**src/rtl/seq_gen.sv**
```systemverilog
// seq_gen: Simon Says colour sequencer expanding a latched seed through a Galois LFSR
// clk         rising-edge clock
// reset       asynchronous active-low reset
// seed/start  seed sampled on the start pulse, which begins a new game from any state
// color_*     playback of the first level colours over a valid/ready handshake
// btn_*       player presses, checked against the same colours
// match/mismatch/round_done  registered one-cycle result pulses
// win/level/busy             game status
module seq_gen #(
    parameter int          MAX_LEN = 32,
    parameter logic [31:0] TAPS    = 32'h8020_0003,
    parameter int          LW      = $clog2(MAX_LEN + 1)
) (
    input  logic          clk,
    input  logic          reset,
    input  logic [31:0]   seed,
    input  logic          start,
    output logic [1:0]    color_out,
    output logic          color_valid,
    input  logic          color_ready,
    input  logic          btn_valid,
    input  logic [1:0]    btn_color,
    output logic          match,
    output logic          mismatch,
    output logic          round_done,
    output logic          win,
    output logic [LW-1:0] level,
    output logic          busy
);
    typedef enum logic [2:0] {IDLE, PLAY, LISTEN, FAIL, WIN} state_t;
    state_t        state;
    logic [31:0]   base;
    logic [31:0]   lfsr;
    logic [31:0]   lfsr_nxt;
    logic [LW-1:0] idx;
    logic          last;
    logic          hit;
    always_comb begin
        lfsr_nxt = {1'b0, lfsr[31:1]} ^ (lfsr[0] ? TAPS : 32'h0);
        last     = idx == level - LW'(1);
        hit      = btn_color == lfsr[1:0];
    end
    assign color_out = lfsr[1:0];
    always_ff @(posedge clk or negedge reset) begin
        if (!reset) begin
            state       <= IDLE;
            base        <= 32'h1;
            lfsr        <= 32'h1;
            idx         <= '0;
            level       <= '0;
            match       <= 1'b0;
            mismatch    <= 1'b0;
            round_done  <= 1'b0;
            color_valid <= 1'b0;
            win         <= 1'b0;
            busy        <= 1'b0;
        end else begin
            match      <= 1'b0;
            mismatch   <= 1'b0;
            round_done <= 1'b0;
            if (start) begin
                // a zero seed would lock the LFSR at zero
                base        <= seed == 32'h0 ? 32'h1 : seed;
                lfsr        <= seed == 32'h0 ? 32'h1 : seed;
                idx         <= '0;
                level       <= LW'(1);
                state       <= PLAY;
                color_valid <= 1'b1;
                busy        <= 1'b1;
                win         <= 1'b0;
            end else begin
                case (state)
                    PLAY: if (color_ready) begin
                        if (last) begin
                            lfsr        <= base;
                            idx         <= '0;
                            state       <= LISTEN;
                            color_valid <= 1'b0;
                        end else begin
                            lfsr <= lfsr_nxt;
                            idx  <= idx + LW'(1);
                        end
                    end
                    LISTEN: if (btn_valid) begin
                        if (!hit) begin
                            mismatch <= 1'b1;
                            state    <= FAIL;
                            busy     <= 1'b0;
                        end else begin
                            match <= 1'b1;
                            if (!last) begin
                                lfsr <= lfsr_nxt;
                                idx  <= idx + LW'(1);
                            end else if (level == LW'(MAX_LEN)) begin
                                state <= WIN;
                                win   <= 1'b1;
                                busy  <= 1'b0;
                            end else begin
                                round_done  <= 1'b1;
                                level       <= level + LW'(1);
                                lfsr        <= base;
                                idx         <= '0;
                                state       <= PLAY;
                                color_valid <= 1'b1;
                            end
                        end
                    end
                    default: ;
                endcase
            end
        end
    end
endmodule
```
**config.mk**
```make
export PLATFORM = sky130hd
export DESIGN_NAME = seq_gen
export DESIGN_NICKNAME = d
export VERILOG_FILES = /design/src/rtl/seq_gen.sv
export SDC_FILE = /design/constraint.sdc
export NUM_CORES = 1
export LEC_CHECK = 0
export ABC_AREA = 1
export CAP_MARGIN = 20
export CORE_ASPECT_RATIO = 1.25
export CORE_MARGIN = 4
export CORE_UTILIZATION = 53
export CTS_BUF_LIST = sky130_fd_sc_hd__clkbuf_4 sky130_fd_sc_hd__clkbuf_8
export DETAILED_ROUTE_END_ITERATION = 10
export GPL_ROUTABILITY_DRIVEN = 0
export PLACE_DENSITY = 0.79
export SLEW_MARGIN = 20
export SYNTH_ARGS = -nofsm -noshare
export SYNTH_HDL_FRONTEND = slang
export SYNTH_SLANG_ARGS = --single-unit
```
**constraint.sdc**
```tcl
create_clock -name clk -period 1.85 [get_ports clk]
set_input_delay 0.37 -clock clk [delete_from_list [all_inputs] [get_ports clk]]
set_output_delay 0.37 -clock clk [all_outputs]
set_load 0.05 [all_outputs]
```
==> impl_summary.md <==
Layout
After the last flow step, the layout net total stands at between 800 and 900. In the final layout, the multi-input gates occupy 2560 um^2. The layout cell share with drive strength beyond 1 is 0.308. The filler cell count in the final layout is roughly 600.

The area occupied by registers is between 2000 and 2500 um^2. The post-layout instance area is a little under 7000 um^2. From synthesis to final layout, the design area changed by 40.8%. The repair_antennas step left the layout with diodes totalling 0.

Timing
The post-route clock skew is about 9 ps. The number of max-slew violations in the final report is 0. Setup violations remaining at the end of the flow were counted as 50. The maximum achievable frequency is between 400 and 500 MHz.

The worst path in the final design needs a cycle of roughly 2000 ps, including I/O delays and setup. At the pin with the least slew margin, the transition time is between 500 and 600 ps. The worst hold slack after final layout is 483 ps.

Headroom to the max-slew limit came out at 0.625. The least setup slack across all paths after layout is -191 ps. The final hold violation count is 0. Setup repair after global routing could not meet its margin everywhere. Of the available clock period, the critical path in the final layout requires 1.10.

Pwr
The maximum vdd ir drop is around 0.70 mV. In this run the static leakage power is ~3.6 nW. The ratio of total power to cell area is roughly 1400 nW/um^2. The final total power is approximately 9.6 mW.

Yosys
Of all flip-flops after synthesis, the portion carrying an async set or reset was 1.00. The mean area per synthesized cell is 7.21 um^2. The most used flip-flop cell after synthesis is sky130_fd_sc_hd__dfrtp_1. The register bit count reported by yosys is 85. The number of warnings printed during yosys synthesis is 0. The number of instances in the synthesized netlist is ~670. The number of nets in the synthesized netlist is between 700 and 800. The mapped netlist covers ~4800 um^2. The top-area cell type share of the netlist area is 0.433. The most area-hungry cell type in the Yosys netlist is sky130_fd_sc_hd__dfrtp_1. Counting distinct cell types in the post-synthesis netlist gives 34. By count the netlist is led by sky130_fd_sc_hd__nand2_1 (254), sky130_fd_sc_hd__nor2_1 (94), sky130_fd_sc_hd__dfrtp_1 (83), sky130_fd_sc_hd__inv_1 (77), sky130_fd_sc_hd__a21oi_2 (24).

In the post-synthesis netlist, the biggest area contributors are sky130_fd_sc_hd__dfrtp_1 (43%), sky130_fd_sc_hd__nand2_1 (20%), sky130_fd_sc_hd__nor2_1 (7.3%), sky130_fd_sc_hd__inv_1 (6.0%), sky130_fd_sc_hd__a21oi_2 (4.4%). The count of flip-flops with a built-in enable after synthesis is 0. The register area share after synthesis is 0.444. Among all cell types in the netlist, the one instantiated most often is sky130_fd_sc_hd__nand2_1.

Route
The routed via count is ~4,700. The number of remaining DRC errors is 0. The final layout contains routed wiring with a total length of 13,300 um. In this run the remaining antenna-violating nets after routing total 0. The pre-antenna-repair detailed-routing pass consisted of 6 iterations. The routed length per instance is ~14 um. The vias per cell is about 5.1. The initial DRC count is approximately 310.

Place
After detailed placement, the total cell area comes to around 6200 um^2. The detailed-placement wirelength estimate is roughly 8400 um. Input and output buffers added on the ports amount to 52.

Run status
The run finished, with violations left. The final reports fail on setup timing.

Setup path
The slowest stage of the critical path is the sky130_fd_sc_hd__dfrtp_2 cell. The category of the worst setup path launch point is a flop. The setup slack of the worst register-to-register path is -190 ps. Tracing the worst setup path back leads to its startpoint at level[1]$_DFFE_PN0P_. In this run the worst setup path terminates at lfsr[25]$_DFFE_PN0P_. The number of buffers and inverters on the critical path is 4. The peak fanout along the critical path is 8. On the critical path the largest part of the delay comes from simple AND/OR/NAND/NOR gates. The most frequent cell on the critical path is sky130_fd_sc_hd__nand2_1. The highest cell delay on the worst timing path is around 420 ps. The kind of capture point of the worst setup path is a flop.

The critical path runs through a total of 14 cells. The signal on the critical path passes through inv_2 -> ha_4 -> nand2_1 -> inv_1 -> nor2_1 -> nand2_1 -> nor2_2 -> nand3_4 -> o21ai_4 -> buf_12 -> buf_12 -> nand2_1 -> nand2_1 -> a21oi_2. The critical path is of the reg -> reg type. The launching point of the worst reg2reg path is level[1]$_DFFE_PN0P_.

The end of the worst register-to-register path is lfsr[25]$_DFFE_PN0P_. At the worst endpoint, the required time is 2100 ps. The cell depth of the worst flop-to-flop path is 14. Data arrives at the worst endpoint at around 2300 ps.

Floorplanning
In this run the standard cell core region covers 8750 um^2. The initial core utilization is 0.549. In this run the core area contains 38 standard-cell rows. The die width is a little over 90 um. The die area is between 10,000 and 15,000 um^2.

The number of I/O pins is 53. In this run the vertical extent of the chip is approximately 110 um.

Global routing
The largest net degree at the start of global routing is 42. Global routing finished with a remaining overflow of 0. The via count of the first global-routing pass is between 4,000 and 5,000. The initial antenna violation count came to 0. The first global-routing pass estimated ~22,000 um of wire. The overall track demand over capacity in global routing is 0.259.

Worst hold path
The path class of the lowest-slack min-delay path is reg -> reg.

Clock network
The clock-pin slew of the registers on the worst-case setup and hold paths is 90 ps. The maximum count of clock buffers along a single path is 2. The total number of H-tree levels is 3.

The clock latency on the worst-skew pair is 370 ps. The clock net in this run drives a total of 85 sinks. The number of buffers created by CTS is 9.

The library cell used as clock root buffer is sky130_fd_sc_hd__clkbuf_8. The TritonCTS clock tree is yes.

Flow run
The reported max-cap violation count is 0.
cells in the final DEF, fill, tap and decap left out, types with 2 or more instances in the layout:
cell,n
sky130_fd_sc_hd__o21ai_1,9
sky130_fd_sc_hd__dfrtp_2,2
sky130_fd_sc_hd__inv_2,6
sky130_fd_sc_hd__buf_4,92
sky130_fd_sc_hd__clkbuf_8,10
sky130_fd_sc_hd__nand2_1,232
sky130_fd_sc_hd__a21oi_1,6
sky130_fd_sc_hd__ha_1,3
sky130_fd_sc_hd__clkdlybuf4s50_1,37
sky130_fd_sc_hd__nor2_1,64
sky130_fd_sc_hd__nand3_2,5
sky130_fd_sc_hd__xnor2_1,6
sky130_fd_sc_hd__nand2_2,21
sky130_fd_sc_hd__nor2_4,15
sky130_fd_sc_hd__bufinv_16,3
sky130_fd_sc_hd__buf_12,11
sky130_fd_sc_hd__xor2_1,8
sky130_fd_sc_hd__o21ai_0,2
sky130_fd_sc_hd__dfrtp_1,81
sky130_fd_sc_hd__nand4_1,3
sky130_fd_sc_hd__inv_1,76
sky130_fd_sc_hd__nor4_1,2
sky130_fd_sc_hd__nand3_1,16
sky130_fd_sc_hd__o21ai_2,5
sky130_fd_sc_hd__or2_2,8
sky130_fd_sc_hd__dlygate4sd2_1,2
sky130_fd_sc_hd__nor3_1,6
sky130_fd_sc_hd__nand2_8,5
sky130_fd_sc_hd__nand2_4,5
sky130_fd_sc_hd__dfstp_2,2
sky130_fd_sc_hd__nor2_2,21
sky130_fd_sc_hd__clkinv_2,2
sky130_fd_sc_hd__a21oi_2,24
sky130_fd_sc_hd__nand3_4,2
how the worst min path moves through the flow:
stage / startpoint / endpoint / depth (start not counted) / slack [ps]
6_report: base[0]$_DFFE_PN1P_ / base[0]$_DFFE_PN1P_ / 2 / 480
5_1_grt: base[0]$_DFFE_PN1P_ / base[0]$_DFFE_PN1P_ / 2 / 510
4_1_cts: base[0]$_DFFE_PN1P_ / base[0]$_DFFE_PN1P_ / 2 / 480
3_5_place_dp: reset / base[29]$_DFFE_PN0P_ / 1 / 400
3_3_place_gp: reset / base[29]$_DFFE_PN0P_ / 1 / 390
2_1_floorplan: reset / base[10]$_DFFE_PN0P_ / 0 / 70
registers in the layout, indices dropped and copies added, names as in the netlist:
register     count
base            32
busy             1
color_valid      1
idx              6
level            6
lfsr            32
match            1
mismatch         1
round_done       1
state            3
win              1
metrics by stage:
| stage | setup WS (ps) | utilization | std cells | setup TNS, ps |
|---|---|---|---|---|
| floorplan | -164 | - | 666 | -7280 |
| global placement | -301 | 0.707 | 896 | -11090 |
| detailed placement | -348 | 0.707 | 896 | -13620 |
| CTS | -166 | 0.757 | 919 | -4950 |
| global route | -283 | 0.773 | 922 | -10790 |
| finish | -191 | 0.773 | 922 | -5150 |
worst register-to-register path: cells and delay by family (launching register included):
kind,cells,cell delay (ps)
AO/OA/AOI/OAI,2,250
AND/OR/NAND/NOR,7,610
buffers and inverters,4,420
flip-flops,1,420
adder cells (fa/ha/maj),1,210
power breakdown:
group / leakage, nW / total (mW) / internal (mW) / switching (mW)
logic: 2.49 / 5.16 / 2.08 / 3.07
clock network: 0.127 / 1.65 / 0.935 / 0.720
registers: 1.00 / 2.78 / 2.36 / 0.420
total: 3.62 / 9.60 / 5.38 / 4.21
kinds of logic (layout without fill, tap and decap cells):
| family | Yosys count | count (layout) | share of synthesized area |
|---|---|---|---|
| AND/OR/NAND/NOR | 405 | 408 | 0.349 |
| buffers and inverters | 111 | 244 | 0.100 |
| flip-flops | 85 | 85 | 0.444 |
| AO/OA/AOI/OAI | 47 | 47 | 0.0709 |
| XOR/XNOR | 14 | 14 | 0.0255 |
| adder cells (fa/ha/maj) | 4 | 4 | 0.0104 |
final cells by class:
type                       count  area share
clock buffer                  10      0.0204
clock inverter                 6      0.0161
inverter                      83      0.0464
multi-input combinational    473       0.378
sequential                    85       0.315
tap                          120      0.0222
timing repair buffer         145       0.201
what timing repair did:
item / 4_1_cts / 5_1_grt
hold buffers: 1 / 0
setup endpoints to repair: 53 / 51
cloned: 3 / 2
resized for setup: 25 / 26
pin swaps: 2 / 4
setup buffers: 4 / 1
hold endpoints to repair: 5 / 0
per-layer routing:
metal | vias to the layer above | share of wire | GRT usage
li1 | 2273 | - | -
met1 | 2209 | 0.39 | 0.304
met2 | 159 | 0.52 | 0.460
met3 | 43 | 0.048 | 0.0362
met4 | 0 | 0.037 | 0.132
met5 | - | 0 | 0
(Power assumes the default switching activity.)
